$ cat config.mk
export PLATFORM = sky130hd
export DESIGN_NAME = led_decoder_multiplexer_flat
export DESIGN_NICKNAME = d
export VERILOG_FILES = /design/src/rtl/led_decoder_multiplexer_pkg.sv /design/src/rtl/led_decoder_multiplexer_if.sv /design/src/rtl/led_decoder_multiplexer_hex_to_7seg.sv /design/src/rtl/led_decoder_multiplexer.sv /design/src/flat_wrapper.sv
export SDC_FILE = /design/constraint.sdc
export NUM_CORES = 1
export LEC_CHECK = 0
export CAP_MARGIN = 20
export CORE_ASPECT_RATIO = 1.25
export CORE_MARGIN = 2
export CORE_UTILIZATION = 40
export DETAILED_ROUTE_END_ITERATION = 8
export GPL_ROUTABILITY_DRIVEN = 0
export PLACE_DENSITY = 0.69
export SLEW_MARGIN = 20
export SYNTH_ARGS = -nofsm -noshare
export SYNTH_HDL_FRONTEND = slang
export SYNTH_SLANG_ARGS = --single-unit
$ cat constraint.sdc
create_clock -name clk -period 2.65 [get_ports clk]
set_input_delay 0.53 -clock clk [delete_from_list [all_inputs] [get_ports clk]]
set_output_delay 0.53 -clock clk [all_outputs]
set_load 0.02 [all_outputs]
$ cat src/rtl/led_decoder_multiplexer_pkg.sv
// Shared cell descriptor types for the LED controller.
// Also holds the display geometry constants and the digit-count clamp.
package led_decoder_multiplexer_pkg;

  localparam int SEGMENTS   = 7;
  localparam int MAX_DIGITS = 4;

  typedef enum logic [1:0] {
    CELL_TYPE_NONE    = 2'd0,
    CELL_TYPE_LED     = 2'd1,
    CELL_TYPE_DISPLAY = 2'd2
  } cell_type_t;

  typedef struct packed {
    logic [2:0]  digit_count;
    logic [15:0] value;
  } display_data_t;

  typedef struct packed {
    logic [17:0] reserved;
    logic        value;
  } led_data_t;

  typedef union packed {
    led_data_t     led;
    display_data_t display;
  } cell_data_t;

  typedef struct packed {
    cell_type_t cell_type;
    cell_data_t data;
  } cell_t;

  function automatic logic [2:0] eff_digits(logic [2:0] dc);
    return (dc > 3'(MAX_DIGITS)) ? 3'(MAX_DIGITS) : dc;
  endfunction

endpackage

$ cat src/rtl/led_decoder_multiplexer_if.sv
// Step/data/busy/bit bundle between the cell sequencer
// and the LED bit serializer.
interface led_decoder_multiplexer_if;
  import led_decoder_multiplexer_pkg::*;

  logic  decode_next_led;
  cell_t data;
  logic  busy;
  logic  led_out;

  modport master (
    output decode_next_led,
    output data,
    input  busy,
    input  led_out
  );

  modport slave (
    input  decode_next_led,
    input  data,
    output busy,
    output led_out
  );
endinterface

$ cat src/rtl/led_decoder_multiplexer_hex_to_7seg.sv
// Hex nibble to active-high 7-segment pattern.
// Output bit 6 is segment a, bit 0 is segment g.
module led_decoder_multiplexer_hex_to_7seg (
  input  logic [3:0] nibble,
  output logic [6:0] segs
);
  // Standard 0-9, A, b, C, d, E, F glyphs
  always_comb begin
    segs = 7'b0000000;
    unique case (nibble)
      4'h0: segs = 7'b1111110;
      4'h1: segs = 7'b0110000;
      4'h2: segs = 7'b1101101;
      4'h3: segs = 7'b1111001;
      4'h4: segs = 7'b0110011;
      4'h5: segs = 7'b1011011;
      4'h6: segs = 7'b1011111;
      4'h7: segs = 7'b1110000;
      4'h8: segs = 7'b1111111;
      4'h9: segs = 7'b1111011;
      4'hA: segs = 7'b1110111;
      4'hB: segs = 7'b0011111;
      4'hC: segs = 7'b1001110;
      4'hD: segs = 7'b0111101;
      4'hE: segs = 7'b1001111;
      4'hF: segs = 7'b1000111;
      default: segs = 7'b0000000;
    endcase
  end
endmodule

$ cat src/rtl/led_decoder_multiplexer.sv
// Serializes one cell descriptor into single LED bits,
// one bit per step; display digits go LSB nibble first, a..g.
module led_decoder_multiplexer
  import led_decoder_multiplexer_pkg::*;
(
  input  logic                     clk,
  input  logic                     rst,
  led_decoder_multiplexer_if.slave bus
);

  typedef enum logic {
    ST_IDLE,
    ST_DISPLAY_ACTIVE
  } state_t;

  state_t      state_q, state_d;
  logic        led_q, led_d;
  logic        busy_q, busy_d;
  logic [2:0]  seg_q, seg_d;
  logic [1:0]  dig_q, dig_d;
  logic [2:0]  ndig_q, ndig_d;
  logic [15:0] value_q, value_d;

  logic [3:0] nib;
  logic [6:0] segs;
  logic [2:0] in_n;
  logic       last_dig;

  // The first digit comes straight from the input; later ones from the latch
  always_comb begin
    nib = (state_q == ST_IDLE) ? bus.data.data.display.value[3:0]
                               : value_q[{dig_q, 2'b00} +: 4];
  end

  led_decoder_multiplexer_hex_to_7seg u_hex (
    .nibble (nib),
    .segs   (segs)
  );

  assign in_n     = eff_digits(bus.data.data.display.digit_count);
  assign last_dig = ({1'b0, dig_q} == ndig_q - 3'd1);

  // Next-state: start a cell from IDLE, or emit the next segment
  always_comb begin
    state_d = state_q;
    led_d   = led_q;
    busy_d  = busy_q;
    seg_d   = seg_q;
    dig_d   = dig_q;
    ndig_d  = ndig_q;
    value_d = value_q;
    if (bus.decode_next_led) begin
      if (state_q == ST_IDLE) begin
        led_d  = 1'b0;
        busy_d = 1'b0;
        seg_d  = 3'd0;
        dig_d  = 2'd0;
        unique case (1'b1)
          (bus.data.cell_type == CELL_TYPE_LED): begin
            led_d = bus.data.data.led.value;
          end
          (bus.data.cell_type == CELL_TYPE_DISPLAY
           && in_n != 3'd0): begin
            led_d   = segs[6];
            seg_d   = 3'd1;
            ndig_d  = in_n;
            value_d = bus.data.data.display.value;
            busy_d  = 1'b1;
            state_d = ST_DISPLAY_ACTIVE;
          end
          default: ;
        endcase
      end else begin
        led_d = segs[3'd6 - seg_q];
        if (seg_q == 3'(SEGMENTS - 1)) begin
          seg_d = 3'd0;
          if (last_dig) begin
            dig_d   = 2'd0;
            busy_d  = 1'b0;
            state_d = ST_IDLE;
          end else begin
            dig_d = dig_q + 2'd1;
          end
        end else begin
          seg_d = seg_q + 3'd1;
        end
      end
    end
  end

  // State and datapath registers with synchronous reset
  always_ff @(posedge clk) begin
    if (rst) begin
      state_q <= ST_IDLE;
      led_q   <= 1'b0;
      busy_q  <= 1'b0;
      seg_q   <= 3'd0;
      dig_q   <= 2'd0;
      ndig_q  <= 3'd0;
      value_q <= 16'h0000;
    end else begin
      state_q <= state_d;
      led_q   <= led_d;
      busy_q  <= busy_d;
      seg_q   <= seg_d;
      dig_q   <= dig_d;
      ndig_q  <= ndig_d;
      value_q <= value_d;
    end
  end

  assign bus.busy    = busy_q;
  assign bus.led_out = led_q;

endmodule

$ cat src/flat_wrapper.sv
// flat-port wrapper written by rule: the top's interface ports become plain ports
module led_decoder_multiplexer_flat import led_decoder_multiplexer_pkg::*;
  (clk, rst, bus_decode_next_led, bus_data, bus_busy, bus_led_out);
  led_decoder_multiplexer_if bus_i ();
  input  logic clk;
  input  logic rst;
  input wire logic [$bits(bus_i.decode_next_led)-1:0] bus_decode_next_led;
  input wire logic [$bits(bus_i.data)-1:0] bus_data;
  output wire logic [$bits(bus_i.busy)-1:0] bus_busy;
  output wire logic [$bits(bus_i.led_out)-1:0] bus_led_out;
  assign bus_i.decode_next_led = bus_decode_next_led;
  assign bus_i.data = bus_data;
  assign bus_busy = bus_i.busy;
  assign bus_led_out = bus_i.led_out;
  led_decoder_multiplexer u_core (.clk(clk), .rst(rst), .bus(bus_i));
endmodule
* After elaboration in Yosys (flattened, before gate mapping)
Memory sizes are Yosys's and may differ from the RTL's.
Cells that the tools add are included.
** Word-level totals
- Bits in registers :: 27
- ROM bits :: 112
- Input port bits :: 24
- Logic and storage cells :: 46
- Memories kept :: 1
** Memories
- (no name shown) :: depth 16, width 7, read ports 1, clocked after memory_dff 0, write ports 0, RTL line led_decoder_multiplexer_hex_to_7seg.sv:10 : unique case (nibble)
** Cells by class
- $add $sub $neg :: 4
- Magnitude comparators :: 2
- Eq/ne operators :: 6
- Shifts and indexed selects :: 1
- Muxes and demuxes :: 19
- Bitwise logic cells :: 1
- Reduce and logical (&&, ||, !) cells :: 5
** Operators with widths (count)
- variable part select 16 x 5 -> 4 bit :: 1
- 2-to-1 mux 1 bit :: 10
- 2-to-1 mux 3 bit :: 3
- 2-to-1 mux 2 bit :: 3
- AND reduction 3 bit :: 2
- less-than comparator 3 x 4 -> 1 bit (second input constant) :: 1
- 2-to-1 mux 4 bit :: 1
- != test 2 bit (second input constant) :: 2
- adder 3 x 1 -> 3 bit (second input constant) :: 1
- binary-select mux 1 bit (select 3 bit) :: 1
- equality test 2 x 3 -> 1 bit :: 1
- equality test 3 bit (second input constant) :: 1
- greater-than comparator 3 bit (second input constant) :: 1
- nonzero test 3 bit :: 1
- subtractor 3 x 1 -> 3 bit (second input constant) :: 1
- subtractor 3 bit (first input constant) :: 1
- adder 2 x 1 -> 2 bit (second input constant) :: 1
- equality test 2 x 1 -> 1 bit (second input constant) :: 1
- equality test 2 bit (second input constant) :: 1
- one-hot mux 1 bit (2 select lines) :: 1
- AND reduction 2 bit :: 1
- logical AND 1 bit :: 1
- NOT 1 bit :: 1

* Logic depth before layout (Yosys ltp)
- Depth after elaboration :: 6
- Mapped depth :: 11
- Gate-level depth less buffers :: 10

* Cells and area by module
From an unflattened synthesis, not the netlist that was laid out.
** Second synthesis, totals
- Cells, all modules :: 174
- Area total of the unflattened synthesis :: 1710.4 µm²
** Modules (own cells, without submodules)
- led_decoder_multiplexer :: instances 1, cells an instance 141, area an instance 1420.1 µm², seq. area each 540.5 µm²
- led_decoder_multiplexer_hex_to_7seg :: instances 1, cells an instance 33, area an instance 290.3 µm², seq. area each 0.0 µm²

* Worst setup path after synthesis
No wires, ideal clock.
- Path type :: register -> register
- From :: register u_core.dig_q[0]
- To :: register u_core.led_q, in the netlist u_core.bus.led_out
- Arrival :: 2407 ps
- Data required time :: 2592 ps
- Slack :: 186 ps
- Cell stages (with the launch flop) :: 9
- Period minus slack after synthesis :: 2464 ps
- Path through :: dfxtp_1 > buf_6 > mux4_1 > mux2i_1 > inv_1 > ha_1 > a311o_1 > a2111oi_1 > a211o_1
** On the way
- Longest elaborated chain between the ends :: 6
** RTL lines
- from (decl) :: RTL line led_decoder_multiplexer.sv:20 : logic [1:0] dig_q, dig_d;
- from (signal assigned) :: RTL line led_decoder_multiplexer.sv:106 : dig_q <= dig_d;
- variable part select 16 x 5 -> 4 bit (*) :: RTL line led_decoder_multiplexer.sv:32 : : value_q[{dig_q, 2'b00} +: 4];
- 2-to-1 mux 4 bit (*) :: RTL line led_decoder_multiplexer.sv:31 : nib = (state_q == ST_IDLE) ? bus.data.data.display.value[3:0]
- memory (16 x 7 bit) (*)
- binary-select mux 1 bit (select 3 bit) :: RTL line led_decoder_multiplexer.sv:74 : led_d = segs[3'd6 - seg_q];
- 2-to-1 mux 1 bit (not written as such) :: RTL line led_decoder_multiplexer.sv:74
- 2-to-1 mux 1 bit (*) :: RTL line led_decoder_multiplexer.sv:53 : if (state_q == ST_IDLE) begin
- to (signal assigned) :: RTL line led_decoder_multiplexer.sv:103 : led_q <= led_d;
- to (decl) :: RTL line led_decoder_multiplexer.sv:17 : logic led_q, led_d;
Mark *: on every way between the ends. The rest lies on a longest branch, timed or not. The select of a mux whose other input is x is not followed.
A chain may end at the register's enable or synchronous reset.

* Worst setup path after layout
- From :: register u_core.state_q
- To :: register u_core.led_q, in the netlist u_core.bus.led_out
** On the way
- Longest elaborated chain between the ends :: 5
** RTL lines
- from (decl) :: RTL line led_decoder_multiplexer.sv:16 : state_t state_q, state_d;
- from (signal assigned) :: RTL line led_decoder_multiplexer.sv:102 : state_q <= state_d;
- 2-to-1 mux 4 bit :: RTL line led_decoder_multiplexer.sv:31
- memory (16 x 7 bit)
- binary-select mux 1 bit (select 3 bit) :: RTL line led_decoder_multiplexer.sv:74
- 2-to-1 mux 1 bit (not written as such) :: RTL line led_decoder_multiplexer.sv:74
- 2-to-1 mux 1 bit (*) :: RTL line led_decoder_multiplexer.sv:53
Marks and branches as above.

==> qor.txt <==
Worst Path Required = 2870 ps
H-tree levels = 1
Drt drc = 0
Initial Util = 41.6%
End of the worst hold path = u_core.value_q[4]
Chip width = 62.1 um
Vias in the first global route = 1,450
1st-pass router iterations = 4
Period Utilization, post-route = 91.5%
Pin count of the biggest net entering global routing = 26
1st-iter DRT viols = 28
Max_cap viols = 0
Mapped cell area = 1690 sq um
Initial antenna violation count = 0
Ys flop type = dfxtp_1
Grt ovf = 0
Setup violations, final = 0
Syn Nets = 240
Drt wl/cell = 13.0 um
Worst setup EP type = flop
CTS buffer count = 3
Mapped Avg Cell Area = 8.25 sq um
Finished Layout Cells = 286
R2R cell count = 7
Deepest clock path buffer count = 2
Synthesized netlist cell count = 205
Worst-Margin Slew = 691 ps
Hold slack = 455 ps
Final hold vios = 0
Critical path class = reg2reg
Via density = 5.13
Slew margin rel. = 53.9%
Die Span Y = 76.7 um
Crit Path Max Fanout = 12
Dpl hpwl = 2.83 mm
Area grow syn2layout = 23.4%
Nets = 266
Post-layout minimum cycle time = 2430 ps
Worst Setup Start Kind = flop
# diodes = 0
Async SR Flop Fraction = 0%
Post-CTS setup buffers = 0
Root Driver = clkbuf_8
Unrepaired setup endpoints after global routing = false
Clock Skews = 6.11 ps
RR Startpoint = u_core.state_q
Final slew viol count = 0
Layout cell share with drive strength beyond 1 = 10.9%
Hold Path Stages = 2
Pwr per Cell Area = 429 nW/um^2
Pleak = 0.771 nW
Worst hold start = u_core.value_q[4]
Core Area = 4070 sq um
Status = complete, no violations
Post-synth EDFFs = 0
DP Cell Count = 282
Synthesis Warnings = 0
Count of cell types in the netlist = 44
I/O pin cnt = 26
Final WL = 3.71 mm
Register area share after synthesis = 32.0%
Full die area = 4770 sq um
Final setup TNS = 0 ps
First-pass GRT wire length = 6.64 mm
Synth Register Bits = 27
Worst-Skew Late Latency = 270 ps
CTS tree = built
CP arrival = 2650 ps
Vias = 1,466
Cell Rows = 26
Post-DRT Antenna Nets = 0
Hold Crit Class = reg2reg
Clk pin slew, worst setup/hold paths = 100 ps
Total track usage = 16.8%
FF-to-FF setup slack = 220 ps
Fillers = 398
IO buf count = 25
Reg-to-Reg End = u_core.bus.led_out
Max Fclk = 0.412 GHz
Max rail drop VDD = 0.000279 V
Num Clock Sinks = 27
layout by cell type, fill, tap and decap left out, types with 2 or more instances in the layout:
cell type / synthesis / layout
a21oi_1: 26 / 26
buf_4: 0 / 11
clkbuf_8: 0 / 3
clkdlybuf4s50_1: 0 / 25
dfxtp_1: 27 / 26
ha_1: 11 / 10
inv_1: 8 / 8
mux2i_1: 7 / 6
mux4_1: 2 / 2
nand2_1: 29 / 29
nand2b_1: 5 / 5
nand3_1: 22 / 22
nor2_1: 11 / 11
nor3_1: 3 / 3
nor3b_1: 2 / 2
o21ai_0: 5 / 5
xor2_1: 5 / 5
report_power, final:
| part | internal [mW] | switching [mW] |
|---|---|---|
| registers | 0.421 | 0.0212 |
| clock network | 0.105 | 0.129 |
| logic | 0.109 | 0.109 |
| total | 0.635 | 0.259 |
flip-flops by register name, summed over array words and instances (netlist names):
register / flops
u_core.ndig_q: 3
u_core.seg_q: 3
u_core.state_q: 1
u_core.dig_q: 2
u_core.value_q: 16
u_core.bus.busy: 1
u_core.bus.led_out: 1
synthesized netlist by cell type, drive strengths merged (2+ instances only):
master	n	area [sq um]
mux2i	8	92.6
nor2	11	41.3
xor2	5	43.8
inv	8	30.0
ha	11	138
o21ai	5	25.0
clkbuf	12	45.0
nand3	22	110
buf	3	27.5
nor3	3	15.0
a21oi	27	146
nor3b	2	15.0
nand2	29	109
mux4	3	75.1
a2111oi	2	37.5
nand2b	5	31.3
dfxtp	27	541
layer usage:
| layer | part of all wire (%) | track usage [%] |
|---|---|---|
| met5 | 0 | 0 |
| met1 | 45 | 20.6 |
| met3 | 3.4 | 1.91 |
| met4 | 1.7 | 5.33 |
| met2 | 50 | 30.7 |
worst max-delay path: stages, from the launching register on:
cell	delay, ps
dfxtp_1	650
buf_4	230
nand2_1	70
o221ai_1	580
mux2i_1	260
o22ai_1	100
a311oi_1	320
a211o_1	170
how the worst max path moves through the flow:
stage | start | end | slack [ps] | depth (start not counted)
6_report | u_core.state_q | u_core.bus.led_out | 220 | 7
5_1_grt | u_core.dig_q[0] | u_core.bus.led_out | 70 | 9
4_1_cts | u_core.dig_q[0] | u_core.bus.led_out | 50 | 8
3_5_place_dp | bus_data[0] | u_core.bus.led_out | 70 | 9
3_3_place_gp | bus_data[0] | u_core.bus.led_out | 50 | 9
2_1_floorplan | u_core.dig_q[0] | u_core.bus.led_out | 190 | 8
area by class of cell:
cell class / instances / area (sq um) / share of cell area (%)
clock inverter: 1 / 5.00 / 0.240
clock buffer: 3 / 41.3 / 1.98
tap: 56 / 70.1 / 3.36
multi-input combinational: 155 / 1060 / 51.0
sequential: 27 / 542 / 26.0
timing repair buffer: 36 / 333 / 16.0
inverter: 8 / 30.0 / 1.44
cell families (layout without fill, tap and decap cells):
kind of cell | count (synthesis) | after routing | synth area share [%]
AO/OA/AOI/OAI | 46 | 46 | 18.1
XOR/XNOR | 6 | 6 | 3.11
adder cells (fa/ha/maj) | 11 | 11 | 8.14
buffers and inverters | 23 | 48 | 6.07
flip-flops | 27 | 27 | 32.0
multiplexers | 11 | 11 | 9.92
AND/OR/NAND/NOR | 81 | 81 | 22.7
per-stage QoR:
step	setup WS, ps	utilization (%)	power, mW	instance area, sq um
3_3_place_gp	54.5	49.8	0.664	2030
2_1_floorplan	186	-	0.585	1690
6_report	224	51.3	0.895	2090
3_5_place_dp	68.2	49.8	0.667	2030
5_1_grt	70.3	51.3	0.942	2090
4_1_cts	46.3	51.0	0.898	2070
timing repair:
action,CTS,global route
endpoints found under the setup margin,0,1
resized for setup,0,4
hold buffers,0,0
(Power assumes the default switching activity.)
